--- src/rtl/fcmp_pipe.sv ---
// fcmp_pipe: two-stage pipelined single-precision comparator that returns
// RISC-V F ordering and equality results (FEQ, FLT, FLE) as a 32-bit integer.
// The operation tag travels with each operation. Results leave in acceptance order.
//
// Stage 1 registers only a compact classification of the operand pair.
// Stage 2 resolves that classification into the result and registers it.
// The input is stalled by a purely combinational backward-ready chain, and
// there is no skid buffer.
//
// Optional build macro:
//   FCMP_FFLAGS_EN - adds the registered fflags[4:0] output. Only the NV bit
//                    (bit 4) is ever set. Without the macro, the block builds
//                    no quiet/signaling NaN distinction.

module fcmp_pipe #(
    parameter int TAG_W = 5
) (
    input  logic             clk,
    input  logic             rst,
    input  logic             in_valid,
    output logic             in_ready,
    input  logic [1:0]       op,
    input  logic [31:0]      x1,
    input  logic [31:0]      x2,
    input  logic [TAG_W-1:0] in_tag,
    output logic             out_valid,
    input  logic             out_ready,
    output logic [31:0]      y,
    output logic [TAG_W-1:0] out_tag
`ifdef FCMP_FFLAGS_EN
    ,
    output logic [4:0]       fflags
`endif
);

    localparam logic [1:0] OP_FEQ = 2'b00;
    localparam logic [1:0] OP_FLT = 2'b01;
    localparam logic [1:0] OP_FLE = 2'b10;

    // ------------------------------------------------------------------
    // Handshake / stall chain
    // ------------------------------------------------------------------
    logic s1_valid;
    logic s2_adv;
    logic s1_adv;

    assign s2_adv   = !out_valid || out_ready;
    assign s1_adv   = !s1_valid || s2_adv;
    assign in_ready = s1_adv;

    // ------------------------------------------------------------------
    // Operand classification (input side of stage 1)
    // ------------------------------------------------------------------
    logic [7:0]  e1;
    logic [7:0]  e2;
    logic [22:0] m1;
    logic [22:0] m2;
    logic        c_nan1;
    logic        c_nan2;
    logic        c_zero1;
    logic        c_zero2;
    logic        c_eq_bits;
    logic        c_mag_lt;
    logic        c_mag_eq;

    assign e1 = x1[30:23];
    assign e2 = x2[30:23];
    assign m1 = x1[22:0];
    assign m2 = x2[22:0];

    // The magnitude compare spans exponent and mantissa together. This
    // orders infinities and subnormals correctly without special handling.
    assign c_nan1    = (e1 == 8'hff) && (m1 != 23'd0);
    assign c_nan2    = (e2 == 8'hff) && (m2 != 23'd0);
    assign c_zero1   = (e1 == 8'h00) && (m1 == 23'd0);
    assign c_zero2   = (e2 == 8'h00) && (m2 == 23'd0);
    assign c_eq_bits = (x1 == x2);
    assign c_mag_lt  = (x1[30:0] < x2[30:0]);
    assign c_mag_eq  = (x1[30:0] == x2[30:0]);

`ifdef FCMP_FFLAGS_EN
    logic c_snan1;
    logic c_snan2;

    // A signaling NaN has the quiet bit (mantissa MSB) clear.
    assign c_snan1 = c_nan1 && !m1[22];
    assign c_snan2 = c_nan2 && !m2[22];
`endif

    // ------------------------------------------------------------------
    // Stage 1 registers
    // ------------------------------------------------------------------
    logic             s1_nan1;
    logic             s1_nan2;
    logic             s1_zero1;
    logic             s1_zero2;
    logic             s1_sgn1;
    logic             s1_sgn2;
    logic             s1_eq_bits;
    logic             s1_mag_lt;
    logic             s1_mag_eq;
    logic [1:0]       s1_op;
    logic [TAG_W-1:0] s1_tag;
`ifdef FCMP_FFLAGS_EN
    logic             s1_snan1;
    logic             s1_snan2;
`endif

    // Stage 1: capture the classification of an accepted pair. The valid
    // bit follows in_valid whenever the stage is allowed to advance.
    always_ff @(posedge clk or posedge rst) begin
        if (rst) begin
            s1_valid   <= 1'b0;
            s1_nan1    <= 1'b0;
            s1_nan2    <= 1'b0;
            s1_zero1   <= 1'b0;
            s1_zero2   <= 1'b0;
            s1_sgn1    <= 1'b0;
            s1_sgn2    <= 1'b0;
            s1_eq_bits <= 1'b0;
            s1_mag_lt  <= 1'b0;
            s1_mag_eq  <= 1'b0;
            s1_op      <= 2'b00;
            s1_tag     <= '0;
`ifdef FCMP_FFLAGS_EN
            s1_snan1   <= 1'b0;
            s1_snan2   <= 1'b0;
`endif
        end else if (s1_adv) begin
            s1_valid <= in_valid;
            if (in_valid) begin
                s1_nan1    <= c_nan1;
                s1_nan2    <= c_nan2;
                s1_zero1   <= c_zero1;
                s1_zero2   <= c_zero2;
                s1_sgn1    <= x1[31];
                s1_sgn2    <= x2[31];
                s1_eq_bits <= c_eq_bits;
                s1_mag_lt  <= c_mag_lt;
                s1_mag_eq  <= c_mag_eq;
                s1_op      <= op;
                s1_tag     <= in_tag;
`ifdef FCMP_FFLAGS_EN
                s1_snan1   <= c_snan1;
                s1_snan2   <= c_snan2;
`endif
            end
        end
    end

    // ------------------------------------------------------------------
    // Result resolution (input side of stage 2)
    // ------------------------------------------------------------------
    logic both_zero;
    logic any_nan;
    logic r_feq;
    logic r_flt;
    logic r_fle;
    logic r_res;

    // Resolve FEQ, FLT and FLE from the stage-1 fields. A NaN operand forces
    // the result to 0 for every operation, and the reserved op also gives 0.
    always_comb begin
        both_zero = s1_zero1 && s1_zero2;
        any_nan   = s1_nan1 || s1_nan2;

        // +0 and -0 compare equal even though their bit patterns differ.
        r_feq = both_zero || s1_eq_bits;

        if (both_zero) begin
            r_flt = 1'b0;
        end else if (s1_sgn1 != s1_sgn2) begin
            r_flt = s1_sgn1;
        end else if (!s1_sgn1) begin
            r_flt = s1_mag_lt;
        end else begin
            r_flt = !s1_mag_lt && !s1_mag_eq;
        end

        r_fle = r_flt || r_feq;

        case (s1_op)
            OP_FEQ:  r_res = r_feq;
            OP_FLT:  r_res = r_flt;
            OP_FLE:  r_res = r_fle;
            default: r_res = 1'b0;
        endcase

        if (any_nan) begin
            r_res = 1'b0;
        end
    end

`ifdef FCMP_FFLAGS_EN
    logic r_nv;

    // FEQ raises the invalid flag only for signaling NaNs. The ordered
    // compares raise it for any NaN.
    always_comb begin
        case (s1_op)
            OP_FEQ:         r_nv = s1_snan1 || s1_snan2;
            OP_FLT, OP_FLE: r_nv = s1_nan1 || s1_nan2;
            default:        r_nv = 1'b0;
        endcase
    end
`endif

    // ------------------------------------------------------------------
    // Stage 2 registers (block outputs)
    // ------------------------------------------------------------------

    // Stage 2: the output registers. They hold their value while the
    // consumer stalls. They load only when a real entry moves in, so a
    // bubble leaves the last value in place (out_valid is low during it).
    always_ff @(posedge clk or posedge rst) begin
        if (rst) begin
            out_valid <= 1'b0;
            y         <= 32'd0;
            out_tag   <= '0;
`ifdef FCMP_FFLAGS_EN
            fflags    <= 5'd0;
`endif
        end else if (s2_adv) begin
            out_valid <= s1_valid;
            if (s1_valid) begin
                y       <= {31'd0, r_res};
                out_tag <= s1_tag;
`ifdef FCMP_FFLAGS_EN
                fflags  <= {r_nv, 4'b0000};
`endif
            end
        end
    end

endmodule

--- config.mk ---
export PLATFORM = sky130hd
export DESIGN_NAME = fcmp_pipe
export DESIGN_NICKNAME = d
export VERILOG_FILES = /design/src/rtl/fcmp_pipe.sv
export SDC_FILE = /design/constraint.sdc
export NUM_CORES = 1
export LEC_CHECK = 0
export BUFFER_PORTS_ARGS = -buffer_cell sky130_fd_sc_hd__buf_2
export CAP_MARGIN = 30
export CORE_UTILIZATION = 41
export CTS_CLUSTER_DIAMETER = 50
export DETAILED_ROUTE_END_ITERATION = 10
export PLACE_DENSITY_LB_ADDON = 0.12
export SLEW_MARGIN = 30
export SYNTH_ARGS = -nofsm -noshare
export SYNTH_HDL_FRONTEND = slang
export SYNTH_SLANG_ARGS = --single-unit
--- constraint.sdc ---
create_clock -name clk -period 1.18 [get_ports clk]
set_input_delay 0.118 -clock clk [delete_from_list [all_inputs] [get_ports clk]]
set_output_delay 0.118 -clock clk [all_outputs]
set_load 0.02 [all_outputs]
==> flow_summary.ini, run 1 <==
[layout]
final_cells = 440
syn_to_final_growth_pct = 58.53
final_common_cell = buf_2
mostFrequentLayoutCells = buf_2, buf_4, conb_1, inv_1, dfrtp_1
layout.nets = 480
drive_above_1_share_pct = 50.13
n_fill_cell = 415
diodes = 0

[yosys]
avgSynthCellArea_sq_um = 8.837
syn_inst = 239
yosys_warnings = 0
ys_seq_area_share_pct = 28.44
yosysUniqueCellTypes = 35
ys_top_cells_by_area = dfrtp_1, ha_1, buf_4, inv_1, mux2_1
synth_area_leader_cell = dfrtp_1
ys_ff_latch = 24
syn_area_sq_um = 2112
synth_top_area_share_pct = 28.44

[timing]
fin_setup_tns_ns = -1.056
rsz0062_at_grt = yes
fin_crit_sh_pct = 114.3
hold_viol = 0
fin_skew_ns = 0.005894
setup_viol = 14
max_clock_freq_mhz = 741.5
period_needed_ns = 1.349
slew_violations = 0
setup_ws_ns = -0.1686

[power_and_ir_drop]
leakage_uw = 0.001729
vdd_ir_drop_max_mv = 0.7452
powerDensity_nw_per_um2 = 787.9

[hold_path]
hp-class = in -> reg
min_path_cells = 2
min_from = in_tag[3]

[grt]
antenna_found_initial = 0
grt_max_degree = 16
grt_pass1_wl_microns = 8431
first_global_vias = 1945
grt_usage_pct = 20.00
overflow = 0

[cts]
clk_pin_slew_ns = 0.08
cts_tree = done
cts.path.max_buffers = 2
cts_root_buf = clkbuf_8
cts_made_buffers = 3
htreeDepth = 1
clock_latency_ns = 0.26
clock-sinks = 24

[placed_design]
place_inst = 428
globalplace.congestion = 0.8020
io_buffers = 82
dp_hpwl_microns = 4239

[setup_path]
critPathLaunch = x2[28]
critPathArrivalTime_ns = 1.50
end_kind = flop
cp_data_required_time_ns = 1.34
worst_r2r_path_depth = 4
cp.buffers_inverters = 2
crit_family = simple AND/OR/NAND/NOR gates
r2r-start = out_valid
cpPeakStageDelay_ns = 0.29
cp-start-kind = input port
critPathKind = in -> reg
crit_chain = buf_8 > inv_4 > ha_4 > nand4_4 > nor4_4 > nor3b_4 > o41ai_2 > a32o_2
cp_slowest_cell = nor4_4
cp.depth = 8
path_max_fanout = 2

[floorplanning]
ios = 114
core_area_sq_um = 4848
rows = 25
die_h_microns = 73.77
die_width_microns = 73.77
start_util_pct = 43.56
die_area_sq_um = 5442

[route]
viasPerCell = 4.693
firstDrtPassIters = 4
drc_errors = 0
wl_per_cell_microns = 12.09
vias = 2065
drtIter0Drc = 60
ant_nets = 0
wirelength_microns = 5320

[run_status]
status = finished, violations left
violations = setup timing

[run]
cap_violations = 0
-- power breakdown --
group / internal [uW] / leakage [uW] / switching, uW
combinational: 573 / 0.00141 / 590
clock: 241 / 0.0000228 / 241
sequential: 934 / 0.000293 / 59.2
-- cell type report --
class	instances	area [sq um]	area share (%)
Tap cell	67	83.83	2.504
Timing Repair Buffer	133	913.4	27.28
Clock buffer	4	45.04	1.345
Sequential cell	24	601.8	17.97
Inverter	32	145.1	4.335
Multi-Input combinational cell	180	1559	46.56
-- flip-flops by register name (all words and copies together), names as in the netlist --
signal      flops
out_tag         5
s1_tag          5
s1_op           2
out_valid       1
s1_eq_bits      1
s1_mag_eq       1
s1_mag_lt       1
s1_nan1         1
s1_nan2         1
s1_sgn1         1
s1_sgn2         1
s1_valid        1
s1_zero1        1
s1_zero2        1
y               1
-- timing repair --
| item | CTS | global route |
|---|---|---|
| gates resized for setup | 34 | 40 |
| endpoints found under the hold margin | 24 | 0 |
| setup endpoints to repair | 20 | 23 |
| setup buffers | 1 | 5 |
| hold buffers | 1 | 0 |
| cloned | 0 | 1 |
| pin swaps | 9 | 9 |
-- cell usage after synthesis, drive strengths merged --
master	count
a2111oi	1
a211oi	2
a21boi	1
a21o	1
a21oi	13
a31o	1
a31oi	1
a32o	1
buf	32
clkbuf	1
conb	1
dfrtp	24
ha	31
inv	32
mux2	14
nand2	18
nand2b	4
nand3	5
nand3b	2
nand4	10
nand4b	1
nor2	9
nor3	3
nor3b	1
nor4	15
o21a	1
o21ai	8
o31a	1
o41ai	4
xor2	1
-- worst reg2reg max path: cells and delay by family, from the launching register on --
kind	cells	cell delay, ns
muxes	1	0.30
DFF	1	0.42
and+or+nand+nor	2	0.26
buffers and inverters	1	0.16
-- through the flow --
| stage | hold WS (ns) | instance area (sq um) | util [%] | power [uW] | setup WS [ns] |
|---|---|---|---|---|---|
| finish | 0.08617 | 3348 | 69.06 | 2638 | -0.1686 |
| global route | 0.08032 | 3348 | 69.06 | 2831 | -0.2606 |
| CTS | 0.06196 | 3131 | 64.57 | 2527 | -0.1460 |
| detailed placement | 0.1268 | 2879 | 59.38 | 1958 | -0.5484 |
| global placement | 0.1239 | 2879 | 59.38 | 1939 | -0.5098 |
| floorplan | 0.1326 | 2320 | - | 1609 | -0.2423 |
-- metal layers --
layer | track usage (%) | wire [microns]
met5 | 0 | 0
met3 | 2.743 | 185
met2 | 34.45 | 2649
met1 | 27.19 | 2454
met4 | 2.564 | 31
-- path summary, 6_finish.rpt --
kind	end	slack, ns
worst max-delay path	s1_mag_lt	-0.17
worst min-delay path	s1_tag[3]	0.09
worst max register to register	s1_op[1]	-0.07
worst min register to register	s1_mag_eq	0.48
max in group asynchronous	out_valid	0.54
min in group asynchronous	s1_eq_bits	0.41
-- kinds of logic (layout without fill, tap and decap cells) --
kind of cell | after synthesis | in the layout | share of synthesized area [%]
AOI/OAI and AO/OA | 35 | 35 | 10.43
xor gates and xnor gates | 1 | 1 | 0.4148
adders and majority gates | 31 | 31 | 18.36
buffers and inverters | 65 | 169 | 17.12
DFF | 24 | 24 | 28.44
muxes | 14 | 14 | 7.464
other | 1 | 31 | 0.1776
and+or+nand+nor | 68 | 68 | 17.59
Power figures use the tool's default switching activity.
==> run 2: changes to the inputs <==
Settings changed: CELL_PAD_IN_SITES_DETAIL_PLACEMENT set to 0, CELL_PAD_IN_SITES_GLOBAL_PLACEMENT set to 1, CORE_UTILIZATION 41 to 29.
==> run 2 against run 1 <==
Against the previous run:
- the run still ends with setup timing left
- final area increased by 2.5%
- sequential cell count unchanged
- die area increased by 40%
- cell count increased by 6.1%
- clock skew increased by 0.0012 ns
- via count decreased by 1.3%
- clock power increased by 12%
- global-route usage decreased by 5.7 points
- core utilization decreased by 19 points
- non-clock buffer count decreased by 2
- critical path depth unchanged
- maximum frequency decreased by 1.0%
- critical endpoint unchanged
- highest routed layer unchanged
==> flow_summary.ini, run 2 (synthesis gave the netlist of run 1 again) <==
[power_and_ir_drop]
powerDensity_nw_per_um2 = 794.6
vdd_ir_drop_max_mv = 0.3537
leakage_uw = 0.001757

[timing]
fin_skew_ns = 0.007085
setup_ws_ns = -0.1826
max_clock_freq_mhz = 733.9
hold_ws_ns = 0.08361
setup_viol = 17
slew_violations = 0
fin_setup_tns_ns = -1.352
period_needed_ns = 1.363
hold_viol = 0
rsz0062_at_grt = yes
fin_crit_sh_pct = 115.5

[route]
vias = 2039
wl_per_cell_microns = 12.03
drc_errors = 0
drtIter0Drc = 36
wirelength_microns = 5618
ant_nets = 0
viasPerCell = 4.366
firstDrtPassIters = 4

[layout]
syn_to_final_growth_pct = 62.56
final_cells = 467
n_fill_cell = 656
layout.nets = 478
largest_registers = out_tag x5, s1_tag x5, s1_op x2
final_common_cell = buf_2
drive_above_1_share_pct = 50.40
diodes = 0
mostFrequentLayoutCells = buf_2, buf_4, conb_1, dfrtp_1, inv_1

[floorplanning]
die_width_microns = 87.34
die_area_sq_um = 7628
ios = 114
core_area_sq_um = 6907
die_h_microns = 87.34
start_util_pct = 30.58
rows = 30

[setup_path]
cp_data_required_time_ns = 1.33
rr_endpoint = s1_mag_lt
worst_r2r_path_depth = 4
reg2reg_slack_ns = -0.12
critPathKind = in -> reg
critPathArrivalTime_ns = 1.51
r2r-start = out_valid
end_kind = flop
path_max_fanout = 2
cp-start-kind = input port

[grt]
overflow = 0
grt_usage_pct = 14.29
grt_max_degree = 25
first_global_vias = 1982
antenna_found_initial = 0
grt_pass1_wl_microns = 8763

[run_status]
status = finished, violations left
violations = setup timing

[cts]
clock_latency_ns = 0.26
cts_made_buffers = 3
clk_pin_slew_ns = 0.08
cts_tree = done
cts.path.max_buffers = 2
clock-sinks = 24
htreeDepth = 1
cts_root_buf = clkbuf_8

[placed_design]
io_buffers = 82
place_ws_ns = -0.5613
globalplace.congestion = 0.8006
place_inst = 456
dp_hpwl_microns = 4675

[hold_path]
min_from = in_tag[4]
hp-class = in -> reg
min_path_cells = 2
min_to = s1_tag[4]

[run]
cap_violations = 0
[run 2: cell types whose count changed in the layout (fill, tap and decap cells not counted), moves of 2 or more]
cell | before | now
buf_12 | 0 | 2
buf_16 | 0 | 2
buf_4 | 49 | 45
nand2_1 | 13 | 11
mux2_4 | 8 | 10
buf_6 | 8 | 6
[run 2: cell type report]
| class | count | area [sq um] | area share, % |
|---|---|---|---|
| Timing Repair Buffer | 131 | 935.9 | 27.26 |
| Sequential cell | 24 | 601.8 | 17.53 |
| Clock buffer | 4 | 55.05 | 1.603 |
| Inverter | 32 | 147.6 | 4.300 |
| Multi-Input combinational cell | 180 | 1573 | 45.81 |
| Tap cell | 96 | 120.1 | 3.499 |
[run 2: worst max-delay path: stages]
cell,delay (ns)
buf_8,0.08
inv_4,0.03
ha_4,0.26
nand4_4,0.11
nor4_4,0.29
nor3b_4,0.26
o41ai_2,0.10
a32o_1,0.26
[run 2: stage by stage]
| stage | util (%) | area (sq um) | power, uW |
|---|---|---|---|
| detailed placement | 42.28 | 2920 | 1967 |
| floorplan | - | 2320 | 1609 |
| global placement | 42.28 | 2920 | 1954 |
| finish | 49.71 | 3433 | 2728 |
| global route | 49.71 | 3433 | 2908 |
| CTS | 47.92 | 3309 | 2694 |
[run 2: worst max path at each step]
stage                     startpoint         to  slack, ns
final                         x2[27]  s1_mag_lt      -0.18
after CTS                     x1[28]  s1_mag_lt      -0.19
after global placement        x2[26]  s1_mag_lt      -0.52
after global routing          x2[24]  s1_mag_lt      -0.24
after detailed placement      x2[26]  s1_mag_lt      -0.56
after floorplan            out_valid   s1_op[0]      -0.24
[run 2: report_power, final]
part / switching, uW / internal, uW / leakage, uW
registers: 60.9 / 934 / 0.000293
logic: 593 / 600 / 0.00144
clock network: 243 / 297 / 0.0000288
total: 897 / 1830 / 0.00176
[run 2: what timing repair did]
action | CTS | global route
pin swaps | 10 | 8
buffers inserted | 1 | 6
hold buffers | 1 | 0
gates cloned | 2 | 0
setup endpoints to repair | 23 | 21
resized for setup | 60 | 21
hold endpoints to repair | 24 | 0
[run 2: metal layers]
layer | share of wire, % | global-route usage [%] | wire length, microns
met1 | 48 | 19.93 | 2677
met2 | 48 | 24.22 | 2677
met3 | 4.4 | 1.611 | 250
met4 | 0.21 | 1.788 | 12
met5 | 0 | 0 | 0
==> run 3: changes to the inputs <==
Settings changed: SETUP_SLACK_MARGIN set to 0.02.
==> run 3 against run 2 <==
Against the previous run:
- the run still ends with setup timing left
- final area rose by 0.11%
- worst setup slack stayed put
- sequential cell count did not move
- power grew 0.33%
- non-clock buffer count unchanged
- sequential power hardly changed
- routed wire length barely moved
- first-iteration DRC count unchanged
- sequential share of layout area about the same
- cell count stayed put
- largest power group unchanged
==> flow_summary.ini, run 3 (synthesis gave the netlist of run 1 again) <==
[run_status]
status = finished, violations left
violations = setup timing

[grt]
grt_pass1_wl_microns = 8763
antenna_found_initial = 0
grt_usage_pct = 14.29
overflow = 0
first_global_vias = 1982
grt_max_degree = 25

[route]
ant_nets = 0
wl_per_cell_microns = 12.04
drtIter0Drc = 36
firstDrtPassIters = 4
drc_errors = 0
vias = 2038
viasPerCell = 4.364
wirelength_microns = 5623

[timing]
fin_setup_tns_ns = -1.353
rsz0062_at_grt = yes
setup_viol = 17
fin_skew_ns = 0.007078
fin_crit_sh_pct = 115.5
slew_violations = 0
period_needed_ns = 1.363
hold_viol = 0
max_clock_freq_mhz = 733.9
hold_ws_ns = 0.08328
setup_ws_ns = -0.1826

[power_and_ir_drop]
power_frac_seq_pct = 36.4
combinationalPowerShare_pct = 43.9
powerDensity_nw_per_um2 = 796.4
vdd_ir_drop_max_mv = 0.3538
power_switching_uw = 898.3
clock_power_share_pct = 19.7
p_int_uw = 1839
leakage_uw = 0.001761
swShare_pct = 32.82

[cts]
cts_root_buf = clkbuf_8
clk_pin_slew_ns = 0.08
cts.path.max_buffers = 2
cts_made_buffers = 3
clock_latency_ns = 0.26
clock-sinks = 24
htreeDepth = 1
cts_tree = done

[layout]
layout.nets = 478
drive_above_1_share_pct = 50.67
syn_to_final_growth_pct = 62.74
largest_registers = out_tag x5, s1_tag x5, s1_op x2
final_common_cell = buf_2
mostFrequentLayoutCells = buf_2, buf_4, conb_1, dfrtp_1, inv_1
diodes = 0

[setup_path]
critPathLaunch = x2[27]
r2r-start = out_valid
critPathKind = in -> reg
path_max_fanout = 2
critPathArrivalTime_ns = 1.51
cp-start-kind = input port
cp_data_required_time_ns = 1.33
end_kind = flop

[hold_path]
min_from = in_tag[4]
hp-class = in -> reg

[floorplanning]
die_area_sq_um = 7628
core_area_sq_um = 6907
die_width_microns = 87.34
die_h_microns = 87.34
rows = 30
start_util_pct = 30.58
ios = 114

[placed_design]
io_buffers = 82
globalplace.congestion = 0.8006
place_ws_ns = -0.5613
dp_hpwl_microns = 4675

[run]
cap_violations = 0
## run 3: cell counts in the layout (fill, tap and decap cells not counted)
Identical to the previous run, type by type.
## run 3: power by group through the flow
stage	combinational, uW	clock (uW)	sequential (uW)
after detailed placement	956	0	1010
after global routing	1320	589	1010
after CTS	1140	555	995
after global placement	949	0	1000
after floorplan	536	0	1070
final	1200	540	995
## run 3: critical path: stages
cell and delay, ns:
buf_8 0.08, inv_4 0.03, ha_4 0.26, nand4_4 0.11, nor4_4 0.29, nor3b_4 0.26, o41ai_2 0.10, a32o_1 0.26
## run 3: cell type report
class	instances	area, sq um
Inverter	32	147.6
Tap cell	96	120.1
Multi-Input combinational cell	180	1577
Sequential cell	24	601.8
Timing Repair Buffer	131	935.9
Fill cell	655	3470
Clock buffer	4	55.05
## run 3: worst paths after layout
check                      slack, ns         end  depth (start not counted)
setup / recovery               -0.18   s1_mag_lt                          8
min in group asynchronous       0.44  out_tag[1]                          4
setup reg to reg               -0.12   s1_mag_lt                          4
max in group asynchronous       0.49   out_valid                          4
hold / removal                  0.08   s1_tag[4]                          2
hold reg to reg                 0.48        y[0]                          2
## run 3: repair_timing
item                                    CTS  global route
endpoints found under the setup margin   23            23
buffers inserted                          1             6
resized for setup                        60            22
hold buffers                              1             0
cloned                                    2             0
pin swaps                                10             8
endpoints found under the hold margin    24             0
## run 3: through the flow
stage	area, sq um	power (uW)	cells	utilization [%]
after floorplan	2320	1609	269	-
after global placement	2920	1954	456	42.28
after detailed placement	2920	1967	456	42.28
after CTS	3309	2694	463	47.92
after global routing	3437	2917	467	49.76
final	3437	2737	467	49.76
## run 3: routing by layer
layer / track usage [%] / vias to the layer above / routed length, microns
met5: 0 / - / 0
met4: 1.788 / 0 / 12
met3: 1.611 / 2 / 255
met2: 24.22 / 63 / 2678
met1: 19.93 / 923 / 2676
li1: - / 1050 / -
